$ cat src/rtl/traffic_light_ctrl.sv
// Six-phase two-road traffic light controller with a per-phase cycle counter.
// Optional pedestrian green-shortening and walk lamp are enabled by defining PED_REQ_EN.
module traffic_light_ctrl #(
  parameter int unsigned GREEN_T   = 30,
  parameter int unsigned YELLOW_T  = 3,
  parameter int unsigned ALLRED_T  = 2,
  parameter int unsigned PED_MIN_T = 10
) (
  input  logic       clk,
  input  logic       reset,
  input  logic       hold,
  input  logic       ped_req,
  output logic [2:0] ns_light,
  output logic [2:0] ew_light,
  output logic [5:0] cnt,
  output logic       over_flag,
  output logic       ped_walk
);

  localparam logic [5:0] GreenLast  = 6'(GREEN_T - 1);
  localparam logic [5:0] YellowLast = 6'(YELLOW_T - 1);
  localparam logic [5:0] AllRedLast = 6'(ALLRED_T - 1);
  localparam logic [5:0] PedMinLast = 6'(PED_MIN_T - 1);

  localparam logic [2:0] LampRed    = 3'b100;
  localparam logic [2:0] LampYellow = 3'b010;
  localparam logic [2:0] LampGreen  = 3'b001;

  typedef enum logic [2:0] {
    StNsGreen,
    StNsYellow,
    StAllRed1,
    StEwGreen,
    StEwYellow,
    StAllRed2
  } state_e;

  state_e     r_state, w_state_next;
  logic [5:0] r_cnt, w_cnt_next;
  logic [5:0] w_last;
  logic       w_is_green;
  logic       w_short;
  logic       w_advance;

  always_comb begin
    w_last     = GreenLast;
    w_is_green = 1'b0;
    case (r_state)
      StNsGreen, StEwGreen: begin
        w_last     = GreenLast;
        w_is_green = 1'b1;
      end
      StNsYellow, StEwYellow: w_last = YellowLast;
      StAllRed1, StAllRed2:   w_last = AllRedLast;
      default:                w_last = GreenLast;
    endcase
  end

  assign over_flag = (r_cnt == w_last) || w_short;
  assign w_advance = over_flag && !hold;
  assign cnt       = r_cnt;

  always_comb begin
    w_state_next = r_state;
    if (w_advance) begin
      case (r_state)
        StNsGreen:  w_state_next = StNsYellow;
        StNsYellow: w_state_next = StAllRed1;
        StAllRed1:  w_state_next = StEwGreen;
        StEwGreen:  w_state_next = StEwYellow;
        StEwYellow: w_state_next = StAllRed2;
        StAllRed2:  w_state_next = StNsGreen;
        default:    w_state_next = StNsGreen;
      endcase
    end
  end

  always_comb begin
    w_cnt_next = r_cnt;
    if (w_advance) begin
      w_cnt_next = 6'd0;
    end else if (!hold) begin
      w_cnt_next = r_cnt + 6'd1;
    end
  end

  always_ff @(posedge clk) begin
    if (reset) begin
      r_state <= StNsGreen;
      r_cnt   <= 6'd0;
    end else begin
      r_state <= w_state_next;
      r_cnt   <= w_cnt_next;
    end
  end

  always_comb begin
    ns_light = LampRed;
    ew_light = LampRed;
    case (r_state)
      StNsGreen:  ns_light = LampGreen;
      StNsYellow: ns_light = LampYellow;
      StEwGreen:  ew_light = LampGreen;
      StEwYellow: ew_light = LampYellow;
      default: begin
        ns_light = LampRed;
        ew_light = LampRed;
      end
    endcase
  end

`ifdef PED_REQ_EN
  logic r_ped_pend;
  logic r_walk;
  logic w_enter_allred;
  logic w_leave_allred;

  assign w_short = w_is_green && r_ped_pend && (r_cnt >= PedMinLast);
  assign w_enter_allred = w_advance &&
                          ((w_state_next == StAllRed1) || (w_state_next == StAllRed2));
  assign w_leave_allred = w_advance && ((r_state == StAllRed1) || (r_state == StAllRed2));

  // A request arriving on the clearing edge re-arms the pending flag.
  always_ff @(posedge clk) begin
    if (reset) begin
      r_ped_pend <= 1'b0;
      r_walk     <= 1'b0;
    end else begin
      r_ped_pend <= ped_req | (r_ped_pend & ~w_enter_allred);
      if (w_enter_allred) begin
        r_walk <= r_ped_pend;
      end else if (w_leave_allred) begin
        r_walk <= 1'b0;
      end
    end
  end

  assign ped_walk = r_walk;
`else
  logic w_unused_ped;
  logic w_unused_green;

  assign w_unused_ped   = ped_req;
  assign w_unused_green = w_is_green;
  assign w_short        = 1'b0;
  assign ped_walk       = 1'b0;
`endif

endmodule

$ cat config.mk
export PLATFORM = sky130hd
export DESIGN_NAME = traffic_light_ctrl
export DESIGN_NICKNAME = d
export VERILOG_FILES = /design/src/rtl/traffic_light_ctrl.sv
export SDC_FILE = /design/constraint.sdc
export NUM_CORES = 1
export LEC_CHECK = 0
export ABC_AREA = 1
export CAP_MARGIN = 20
export CORE_MARGIN = 3
export CORE_UTILIZATION = 40
export CTS_BUF_LIST = sky130_fd_sc_hd__clkbuf_8
export CTS_CLUSTER_DIAMETER = 60
export DETAILED_ROUTE_END_ITERATION = 10
export PLACE_DENSITY = 0.8
export SLEW_MARGIN = 0
export SYNTH_ARGS = -nofsm -noshare
export SYNTH_HDL_FRONTEND = slang
export SYNTH_SLANG_ARGS = --single-unit
$ cat constraint.sdc
create_clock -name clk -period 1.51 [get_ports clk]
set_input_delay 0.151 -clock clk [delete_from_list [all_inputs] [get_ports clk]]
set_output_delay 0.151 -clock clk [all_outputs]
set_load 0.03 [all_outputs]
==> impl_metrics.toml <==
[cts]
cts_sinks = 9
root_buffer = "clkbuf_8"
cts_max_level = 1
clk_path_buf_depth = 2
cts_buffers = 3
clk_pin_slew_ps = 40
postCtsHoldBufs = 0
cts_tree = "yes"
clk_latency_ps = 230

[place]
io_buffers = 15
routabilityCongestion = 0.841
placed_cell_area_sq_um = 816
dp_hpwl_microns = 1100

[critical_path]
cp.required_ps = 1360
cp_max_fo = 3
cp_cell_sequence = "buf_6, nand2_4, nand2_2, nand2_2, nand3b_1, nand2_2, nand3_2, inv_2, buf_6"
slowest_delay_ps = 350
r2r_setup_slack_ps = 100
crit_arrival_ps = 1370
reg2reg_depth = 10
reg2reg_to = "r_state[2]$_SDFFE_PP0P_"
start_kind = "flop"
crit_top_cell = "nand2_2"
slowest_stage = "dfxtp_4"
crit_type = "reg2out"
critPathCaptureType = "output pin"
r2r_start = "r_state[0]$_SDFFE_PP0P_"

[outcome]
status = "complete, but fails checks"
violations = "setup timing"

[drt]
wirelength_microns = 1600
vias_per_cell = 4.96
drtPass1Iterations = 4
ant_nets = 0
wl_per_cell_microns = 11.0
drc = 0
first_iter_violations = 11
num_vias = 719

[sta]
finalSetupViolCount = 1
hold_viol_final = 0
timing.fmax_ghz = 0.655
drv_slew = 0
rsz0062_at_grt = "true"
finalCritPeriodShare_pct = 101
setup_ws_ps = -15.6
fin_crit_ps = 1530
clock-skew-final_ps = 1.08

[cells_and_area]
layout_common_cells = "nand2_1 (19), nor2_1 (18), inv_1 (14)"
regArea_sq_um = 191
fin_area_sq_um = 988
antenna_cells = 0
area_growth_pct = 52.2
layout_commonest_cell = "nand2_1"
final_net_count = 136
post_route_cells_drive_above_1_share_pct = 33.1
multiInputGateArea_sq_um = 445
fin_util_pct = 69.8
fill_cells = 107

[power]
powerDensity_nw_per_um2 = 597
comb_power_share_pct = 13.7
vdd_ir_drop_max_mv = 0.677
p_sw_mw = 0.143
p_clk_share_pct = 44.8
seqPwrFrac_pct = 41.6
p_leak_nw = 0.523
switching_share_pct = 24.2
internal_power_mw = 0.447

[global_routing]
grt_pass1_vias = 651
grt_max_degree = 9
overflow = 0
met3_usage_pct = 3.13
antenna_found_initial = 0
grt_use_met1_pct = 22.6
grt_pass1_wl_microns = 2720
grtUsageTotal_pct = 18.2
use_met2_pct = 27.2
grt_busiest_layer = "met2"

[worst_hold_path]
hp-class = "reg2reg"
hold_path_depth = 2
hp-start = "cnt[0]$_SDFFE_PP0N_"
hold_path_end = "cnt[0]$_SDFFE_PP0N_"

[synthesis]
ys_types = 21
synthTopCellsByArea = "dfxtp_1 (28%), nand2_1 (15%), nor2_1 (10%)"
postSynthCellCount = 104
synth_seq_cells = 9
postSynthAreaPerCell_sq_um = 6.24
synth_top_area_share_pct = 27.7
yosys_warnings = 0
synth.yosys.seq_area_share_pct = 27.7
syn_area_sq_um = 649
synth_area_leader_cell = "dfxtp_1"
synth.net_count = 109

[die]
chipHeight_microns = 46.3
die-area_sq_um = 2140
chipWidth_microns = 46.3
initial_core_util_pct = 45.9
boundaryPins = 18
core_area_sq_um = 1420
num_rows = 13

[flow_run]
cap_violations = 0
## stage by stage
step | worst slack (ps) | instances | hold slack, ps | power [mW] | setup TNS (ps)
floorplan | 17.2 | 104 | 312 | 0.303 | 0
global placement | 34.7 | 135 | 520 | 0.328 | 0
detailed placement | 18.1 | 135 | 530 | 0.329 | 0
CTS | -22.6 | 145 | 538 | 0.599 | -22.6
global route | -79.3 | 145 | 576 | 0.626 | -79.3
finish | -15.6 | 145 | 527 | 0.590 | -15.6
## power by group through the flow
| stage | Sequential [mW] | Combinational (mW) | Clock, mW |
|---|---|---|---|
| global placement | 0.254 | 0.0738 | 0 |
| detailed placement | 0.255 | 0.0745 | 0 |
| finish | 0.245 | 0.0808 | 0.264 |
| CTS | 0.245 | 0.0785 | 0.275 |
| floorplan | 0.263 | 0.0398 | 0 |
| global route | 0.246 | 0.0900 | 0.290 |
## metal layers
layer	up-vias	wire length, microns	part of all wire [%]
met5	-	0	0
met4	0	51	3.2
met3	7	60	3.8
met2	13	771	48
met1	325	712	45
li1	374	-	-
## critical path: cells and delay by family, from the launching register on
family | cells | cell delay [ps]
flops | 1 | 350
buf+inv | 3 | 300
simple gates | 6 | 480
## final cells by class
| cell class | count | share of cell area, % |
|---|---|---|
| Sequential cell | 9 | 19.4 |
| Clock inverter | 1 | 0.380 |
| Multi-Input combinational cell | 76 | 45.1 |
| Timing Repair Buffer | 24 | 21.6 |
| Clock buffer | 3 | 4.18 |
| Tap cell | 15 | 1.90 |
| Inverter | 17 | 7.47 |
## repair_timing
item	in CTS	in global routing
pin swaps	8	3
endpoints found under the hold margin	0	0
setup buffers	6	0
endpoints found under the setup margin	4	8
gates resized for setup	27	4
## registers in the layout, indices dropped and copies added, names as in the netlist
name     cells
cnt          6
r_state      3
## Yosys cell counts, drive strengths merged
library cell,count
nand2,33
nor2,19
inv,17
nand3,11
dfxtp,9
xor2,3
a21oi,2
buf,2
nand4,2
o21ai,2
conb,1
ha,1
nand3b,1
nor4,1
## logic make-up (layout without fill, tap and decap cells)
family | after synthesis | count (layout) | share of synthesized area (%)
other cells | 1 | 1 | 0.577
compound gates | 4 | 4 | 3.66
xor+xnor | 3 | 3 | 4.05
simple gates | 67 | 67 | 49.5
fa+ha+maj | 1 | 1 | 1.93
flops | 9 | 9 | 27.7
buf+inv | 19 | 45 | 12.5
## worst max path at each step
| stage | startpoint | endpoint | cells after the start |
|---|---|---|---|
| 3_5_place_dp | r_state[2]$_SDFFE_PP0P_ | ns_light[1] | 4 |
| 2_1_floorplan | r_state[1]$_SDFFE_PP0P_ | r_state[2]$_SDFFE_PP0P_ | 7 |
| 6_report | r_state[0]$_SDFFE_PP0P_ | over_flag | 9 |
| 4_1_cts | r_state[0]$_SDFFE_PP0P_ | over_flag | 9 |
| 3_3_place_gp | r_state[2]$_SDFFE_PP0P_ | over_flag | 8 |
| 5_1_grt | r_state[0]$_SDFFE_PP0P_ | over_flag | 8 |
(Power assumes the default switching activity.)
